<file path="src/rtl/imm_gen_reg.sv">
// ============================================================================
// Module      : imm_gen_reg
// Description : LEGv8 decode-stage immediate generator with ID/EX output
//               register, stall/flush support. Optional macro
//               IMMGEN_SEL_CHECK_EN enables the sticky illegal-select flag.
// Revision    : 1.0 - initial release
// ============================================================================
`default_nettype none

module imm_gen_reg #(
  parameter int INSTR_WIDTH = 32,
  parameter int DATA_WIDTH  = 64
) (
  input  logic                   clk,
  input  logic                   reset,
  input  logic                   stall,
  input  logic                   flush,
  input  logic                   instr_valid,
  input  logic [INSTR_WIDTH-1:0] instr,
  input  logic [2:0]             imm_sel,
  output logic [DATA_WIDTH-1:0]  imm_out,
  output logic                   imm_valid,
  output logic [2:0]             sel_out,
  output logic                   sel_err
);

  localparam logic [2:0] SEL_DADDR9  = 3'd0;
  localparam logic [2:0] SEL_ALU12   = 3'd1;
  localparam logic [2:0] SEL_COND19  = 3'd2;
  localparam logic [2:0] SEL_BR26    = 3'd3;
  localparam logic [2:0] SEL_SHAMT   = 3'd4;
  localparam logic [2:0] SEL_MOV16   = 3'd5;

  logic [DATA_WIDTH-1:0] ext_daddr9;
  logic [DATA_WIDTH-1:0] ext_alu12;
  logic [DATA_WIDTH-1:0] ext_cond19;
  logic [DATA_WIDTH-1:0] ext_br26;
  logic [DATA_WIDTH-1:0] ext_shamt;
  logic [DATA_WIDTH-1:0] ext_mov16;
  logic [DATA_WIDTH-1:0] ext_val;
  logic [5:0]            mov_shift;
  logic                  load_en;
  logic                  unused_instr_bits;

  // Sign extension happens at full width before the branch-offset <<2,
  // so the shift simply drops the top bits.
  assign ext_daddr9 = {{(DATA_WIDTH-9){instr[20]}}, instr[20:12]};
  assign ext_alu12  = {{(DATA_WIDTH-12){1'b0}}, instr[21:10]};
  assign ext_cond19 = {{(DATA_WIDTH-19){instr[23]}}, instr[23:5]} << 2;
  assign ext_br26   = {{(DATA_WIDTH-26){instr[25]}}, instr[25:0]} << 2;
  assign ext_shamt  = {{(DATA_WIDTH-6){1'b0}}, instr[15:10]};
  assign mov_shift  = {instr[22:21], 4'b0000};
  assign ext_mov16  = {{(DATA_WIDTH-16){1'b0}}, instr[20:5]} << mov_shift;

  assign unused_instr_bits = ^instr[INSTR_WIDTH-1:26];

  always_comb begin
    ext_val = '0;
    case (imm_sel)
      SEL_DADDR9: ext_val = ext_daddr9;
      SEL_ALU12:  ext_val = ext_alu12;
      SEL_COND19: ext_val = ext_cond19;
      SEL_BR26:   ext_val = ext_br26;
      SEL_SHAMT:  ext_val = ext_shamt;
      SEL_MOV16:  ext_val = ext_mov16;
      default:    ext_val = '0;
    endcase
  end

  assign load_en = !flush && !stall;

  always_ff @(posedge clk) begin
    if (reset || flush) begin
      imm_out   <= '0;
      imm_valid <= 1'b0;
      sel_out   <= 3'd0;
    end else if (!stall) begin
      imm_out   <= ext_val;
      imm_valid <= instr_valid;
      sel_out   <= imm_sel;
    end
  end

`ifdef IMMGEN_SEL_CHECK_EN
  // Sticky until reset; only real loads of valid instructions can trip it.
  always_ff @(posedge clk) begin
    if (reset) begin
      sel_err <= 1'b0;
    end else if (load_en && instr_valid && (imm_sel[2:1] == 2'b11)) begin
      sel_err <= 1'b1;
    end
  end
`else
  logic unused_load_en;
  assign unused_load_en = load_en;
  assign sel_err        = 1'b0;
`endif

endmodule

`default_nettype wire
</file>
<file path="config.mk">
export PLATFORM = sky130hd
export DESIGN_NAME = imm_gen_reg
export DESIGN_NICKNAME = d
export VERILOG_FILES = /design/src/rtl/imm_gen_reg.sv
export SDC_FILE = /design/constraint.sdc
export NUM_CORES = 1
export LEC_CHECK = 0
export BUFFER_PORTS_ARGS = -buffer_cell sky130_fd_sc_hd__buf_2
export CORE_MARGIN = 5
export CORE_UTILIZATION = 35
export DETAILED_ROUTE_END_ITERATION = 12
export PLACE_DENSITY = 0.69
export SYNTH_ARGS = -nofsm -noshare
export SYNTH_HDL_FRONTEND = slang
export SYNTH_SLANG_ARGS = --single-unit
</file>
<file path="constraint.sdc">
create_clock -name clk -period 2.6 [get_ports clk]
set_clock_uncertainty 0.1 [all_clocks]
set_input_delay 0.39 -clock clk [delete_from_list [all_inputs] [get_ports clk]]
set_output_delay 0.39 -clock clk [all_outputs]
set_load 0.01 [all_outputs]
</file>
==> impl_metrics.yaml, run 1 <==
run_status:
  status: "completed"
setup_path:
  crit_arrival_ps: 2070
  max_stage_delay_ps: 860
  path_cells: "buf_2, nand2b_4, a21o_1, a21o_2, a311oi_2"
  critical_path.startpoint_type: "primary input"
  required_ps: 2670
  path_class: "primary input to flip-flop"
  cp-end-kind: "flip-flop"
  cp_slowest_cell: "a21o_2"
  crit_fanout: 37
detailed_routing:
  viasPerCell: 5.75
  drt_iter0_drc: 227
  wl_per_cell_um: 19.6
  first_pass_iters: 7
  antenna_left: 0
  routed_wl_um: 12400
  drc: 0
  dr_total_vias: 3657
timing:
  finalCritPeriodShare_pct: 76.8
  max_freq_ghz: 0.501
  final_period_minus_worst_setup_slack_ps: 2000
  grt_setup_unrepaired: "false"
  timing.final.max_slew_violations: 0
  hold_viol: 0
  worstMarginPinSlew_ps: 1050
  setup_tns_ps: 0
  timing.slew.headroom_pct: 29.8
  finalSetupViolations: 0
yosys:
  yosysUniqueCellTypes: 41
  ys_seq_area_share_pct: 36.1
  synth_seq_cells: 68
  synth_nets: 449
  syn_area_per_cell_um2: 9.23
  yosysWarningCount: 0
  synthCells: 409
  synth_area_um2: 3780
floorplan:
  placementRows: 38
  die_y_um: 114
  die_x_um: 114
  dieArea_um2: 13000
  core_area_um2: 10700
  num_io_pins: 109
  start_util_pct: 35.3
power:
  switching_share_pct: 27.9
  clock_power_share_pct: 38.7
  ir_worst_vdd_mv: 0.269
  p_int_mw: 1.67
  leakagePower_nw: 1.77
  pwr_density_cell_nw_per_um2: 509
  p_seq_share_pct: 46.1
  combPwrFrac_pct: 15.3
  switchingPower_uw: 647
global_routing:
  grtUsageTotal_pct: 19.2
  grt_remaining_overflow: 0
  antenna_found_initial: 2
  grt_max_degree: 61
  first_global_vias: 3521
  grt_pass1_wl_um: 19500
placement:
  gp_congestion: 0.864
  io_buffers: 101
  hpwl_um: 8590
  dp_cells: 621
clock_tree:
  cts_hold_buf: 0
  cts_buffer_depth: 2
  root_buffer: "clkbuf_8"
  clk_pin_slew_ps: 70
  cts_resized: 0
  postCtsSetupBuffers: 0
  numCtsBuffers: 9
  clk_latency_ps: 340
  cts_tree: "yes"
  clock_sinks: 68
  htree_levels: 3
finish:
  nNetsFinal: 532
  final_cells: 636
  antenna_cells: 0
  area_delta_synth_final_pct: 20.6
  fin_util_pct: 42.6
  drive_gt1_share_pct: 34.7
run:
  drv_cap: 0
hold_path:
  min_path_type: "primary input to flip-flop"
## layout by cell type, fill, tap and decap left out, drive strengths merged, types with 2 or more instances in the layout
cell / count
clkbuf: 12
nor2: 9
nor3: 9
a22oi: 4
a221oi: 48
a21boi: 49
a21o: 8
a222oi: 8
xnor2: 2
o21ai: 14
dfxtp: 68
nand2b: 3
a21oi: 18
mux4: 5
nor2b: 4
clkinv: 2
a311oi: 5
nand3b: 2
o2bb2ai: 5
and3: 6
nand2: 71
mux2i: 10
nand3: 8
or2: 2
buf: 115
## through the flow
stage | hold slack, ps | area [um^2] | total power [mW] | setup slack (ps)
final | 180 | 4550 | 2.32 | 602
after floorplan | 410 | 3780 | 1.32 | 871
after detailed placement | 369 | 4350 | 1.44 | 252
after CTS | 174 | 4550 | 2.33 | 605
after global placement | 367 | 4350 | 1.43 | 289
after global routing | 190 | 4550 | 2.42 | 462
## logic make-up after synthesis
group | Yosys count | share of synthesized area, %
mux | 15 | 5.63
other cells | 1 | 0.0993
buf+inv | 45 | 6.16
flops | 68 | 36.1
simple gates | 116 | 13.9
xor+xnor | 2 | 0.464
compound gates | 162 | 37.7
## final timing paths
kind	to	slack, ps	startpoint	cells past startpoint
setup / recovery	imm_out[57]	600	instr[20]	5
hold / removal	imm_valid	180	instr_valid	3
setup reg to reg	imm_out[1]	1490	imm_out[1]	3
hold reg to reg	imm_out[4]	380	imm_out[4]	2
## power groups by stage
| stage | registers, mW | clock network [mW] | logic (mW) |
|---|---|---|---|
| 2_1_floorplan | 1.10 | 0 | 0.221 |
| 3_5_place_dp | 1.09 | 0 | 0.351 |
| 4_1_cts | 1.07 | 0.915 | 0.351 |
| 6_report | 1.07 | 0.897 | 0.354 |
| 3_3_place_gp | 1.09 | 0 | 0.344 |
| 5_1_grt | 1.07 | 0.967 | 0.384 |
## cell usage after synthesis
cell	n	area share (%)
o21ai_0	14	1.9
a311oi_2	1	0.40
clkinv_1	1	0.099
mux4_2	5	3.0
clkbuf_2	1	0.13
a311oi_1	4	0.93
nor2_1	9	0.89
or2_2	2	0.33
and3_1	6	0.99
nor3_1	7	0.93
a21o_1	8	1.6
nand3b_1	2	0.40
a2bb2oi_1	1	0.23
a221oi_1	19	4.4
nor3b_1	1	0.20
nor3_2	2	0.53
o31ai_1	1	0.20
nand3_1	8	1.1
buf_4	4	0.80
a221oi_2	29	12
nor2b_1	4	0.66
a21boi_0	49	9.7
mux2i_1	10	2.7
a21oi_1	17	2.3
inv_1	1	0.099
a22oi_1	4	0.80
dfxtp_1	68	36
buf_2	8	1.1
nand2b_1	2	0.33
and2_1	1	0.17
buf_6	5	1.5
a21oi_2	1	0.23
a222oi_1	8	2.1
conb_1	1	0.099
clkbuf_1	21	2.1
xnor2_1	2	0.46
nand2_1	71	7.1
nand2b_4	1	0.36
o2bb2ai_1	5	1.2
buf_1	4	0.40
o22a_1	1	0.23
## worst max-delay path: cells and delay by family
kind	cells	cell delay, ps
AO/OA/AOI/OAI	3	1300
AND/OR/NAND/NOR	1	150
buffers and inverters	1	200
## flip-flops by register name, summed over array words and instances (netlist names)
| register | cells |
|---|---|
| imm_valid | 1 |
| imm_out | 64 |
| sel_out | 3 |
## routing by layer
layer | track usage, % | share of wire, % | up-vias
met1 | 25.5 | 41 | 1730
met4 | 5.94 | 1.8 | 4
met5 | 0 | 0.15 | -
met3 | 6.58 | 11 | 23
met2 | 29.6 | 46 | 168
li1 | - | - | 1732
## cell type report
type	instances	area, um^2
Sequential cell	68	1360
Timing Repair Buffer	115	623
Clock buffer	12	155
Tap cell	140	175
Clock inverter	3	46.3
Multi-Input combinational cell	296	2180
Inverter	2	7.51
Fill cell	1076	6140
Power figures use the tool's default switching activity.
==> inputs of run 2 (changes only) <==
==> constraint.sdc (replaced) <==
create_clock -name clk -period 1.9 [get_ports clk]
set_clock_uncertainty 0.1 [all_clocks]
set_input_delay 0.285 -clock clk [delete_from_list [all_inputs] [get_ports clk]]
set_output_delay 0.285 -clock clk [all_outputs]
set_load 0.01 [all_outputs]
==> run 2 against run 1 <==
Effect of this change:
- flip-flop and latch count did not move
- register-to-register slack got worse by 610 ps
- sequential share of layout area fell by 1.2 points
- count of clock-buffer cells in the layout rose by 1
- sequential power rose by 36%
- clock power rose by 58%
- die area did not move
- first-iteration DRC count rose by 18%
- via count rose by 2.8%
- wire length rose by 1.7%
- power rose by 47%
- global-route usage rose by 0.077 points
- highest routed layer unchanged
==> impl_metrics.yaml, run 2 (synthesis results as in run 1) <==
detailed_routing:
  first_pass_iters: 6
  drc: 0
  viasPerCell: 5.72
  wl_per_cell_um: 19.3
  dr_total_vias: 3761
  drt_iter0_drc: 267
  routed_wl_um: 12700
  antenna_left: 0
power:
  ir_worst_vdd_mv: 0.409
  leakagePower_nw: 1.89
  pwr_density_cell_nw_per_um2: 717
global_routing:
  top_usage_layer: "met2"
  grt_max_degree: 61
  grtUsageTotal_pct: 19.3
  grt_util_met2_pct: 30.5
  first_global_vias: 3630
  met1_usage_pct: 25.1
  met3_usage_pct: 7.00
  grt_remaining_overflow: 0
  grt_pass1_wl_um: 19700
  antenna_found_initial: 1
setup_path:
  cp-end-kind: "flip-flop"
  cp_slowest_cell: "a221oi_1"
  required_ps: 2050
  crit_arrival_ps: 1650
  path_cells: "buf_2, nand2_1, a21o_1, a21o_2, buf_12, a221oi_1"
  critical_path.startpoint_type: "primary input"
  path_class: "primary input to flip-flop"
  max_stage_delay_ps: 300
  crit_fanout: 29
clock_tree:
  numCtsBuffers: 9
  cts_tree: "yes"
  cts_buffer_depth: 2
  clk_latency_ps: 340
  cts_resized: 0
  clock_sinks: 68
  htree_levels: 3
  cts_hold_buf: 0
  postCtsSetupBuffers: 0
  root_buffer: "clkbuf_8"
  clk_pin_slew_ps: 70
floorplan:
  start_util_pct: 35.3
  num_io_pins: 109
  placementRows: 38
  dieArea_um2: 13000
  core_area_um2: 10700
  die_x_um: 114
  die_y_um: 114
timing:
  finalSetupViolations: 0
  final_period_minus_worst_setup_slack_ps: 1510
  timing.final.max_slew_violations: 0
  hold_viol: 0
  postLayoutSetupSlackWorst_ps: 392
  setup_tns_ps: 0
  grt_setup_unrepaired: "false"
  finalCritPeriodShare_pct: 79.4
  max_freq_ghz: 0.663
finish:
  top_regs: "imm_out (64), sel_out (3), imm_valid (1)"
  drive_gt1_share_pct: 37.2
  final_cell_area_um2: 4750
  filler_cell_count: 1073
  area_delta_synth_final_pct: 25.7
  seq_area_um2: 1360
  mostFrequentLayoutCell: "buf_2"
  most-common-layout-cells: "101 x buf_2, 71 x nand2_1, 68 x dfxtp_1, 49 x a21boi_0, 31 x buf_4"
  multi_input_area_um2: 2180
  largest_reg_flops: 64
  largest-register: "imm_out"
  nNetsFinal: 551
placement:
  place_ws_ps: 52.6
  io_buffers: 101
  hpwl_um: 9090
  dpl_cell_area_um2: 4510
  gp_congestion: 0.863
run:
  drv_cap: 0
run_status:
  status: "completed"
hold_path:
  min_path_type: "primary input to flip-flop"
run 2: final cells by class:
type	count	area share (%)
Antenna cell	1	0.0527
Multi-Input combinational cell	296	46.0
Tap cell	140	3.69
Clock buffer	13	3.56
Timing Repair Buffer	134	16.4
Inverter	2	0.158
Sequential cell	68	28.7
Clock inverter	3	1.42
run 2: stage by stage:
stage | cells | total power, mW | util [%] | hold WS [ps]
global route | 656 | 3.53 | 44.3 | 109
global placement | 640 | 2.00 | 42.1 | 371
detailed placement | 640 | 2.01 | 42.1 | 380
floorplan | 409 | 1.81 | - | 329
finish | 657 | 3.40 | 44.4 | 73.6
CTS | 656 | 3.42 | 44.3 | 61.3
run 2: layer usage:
layer	share of wire, %	wire, um
met1	42	5360
met2	46	5860
met3	10	1310
met4	0.99	125
met5	0.055	7
run 2: critical path: cells and delay by family:
family / cells / cell delay (ps)
AND/OR/NAND/NOR: 1 / 180
buffers and inverters: 2 / 450
AO/OA/AOI/OAI: 3 / 730
run 2: worst paths after layout:
path	startpoint	slack, ps	depth (start not counted)	end
worst max-delay path	imm_sel[1]	390	6	imm_out[58]
worst min-delay path	instr_valid	70	3	imm_valid
worst max register to register	imm_out[18]	880	3	imm_out[18]
worst min register to register	imm_valid	390	2	imm_valid
run 2: report_power, final:
part	leakage [nW]	internal, mW	total, mW	switching, mW
Sequential	0.550	1.45	1.46	0.0131
Clock	0.116	0.848	1.42	0.571
Combinational	1.22	0.194	0.522	0.328
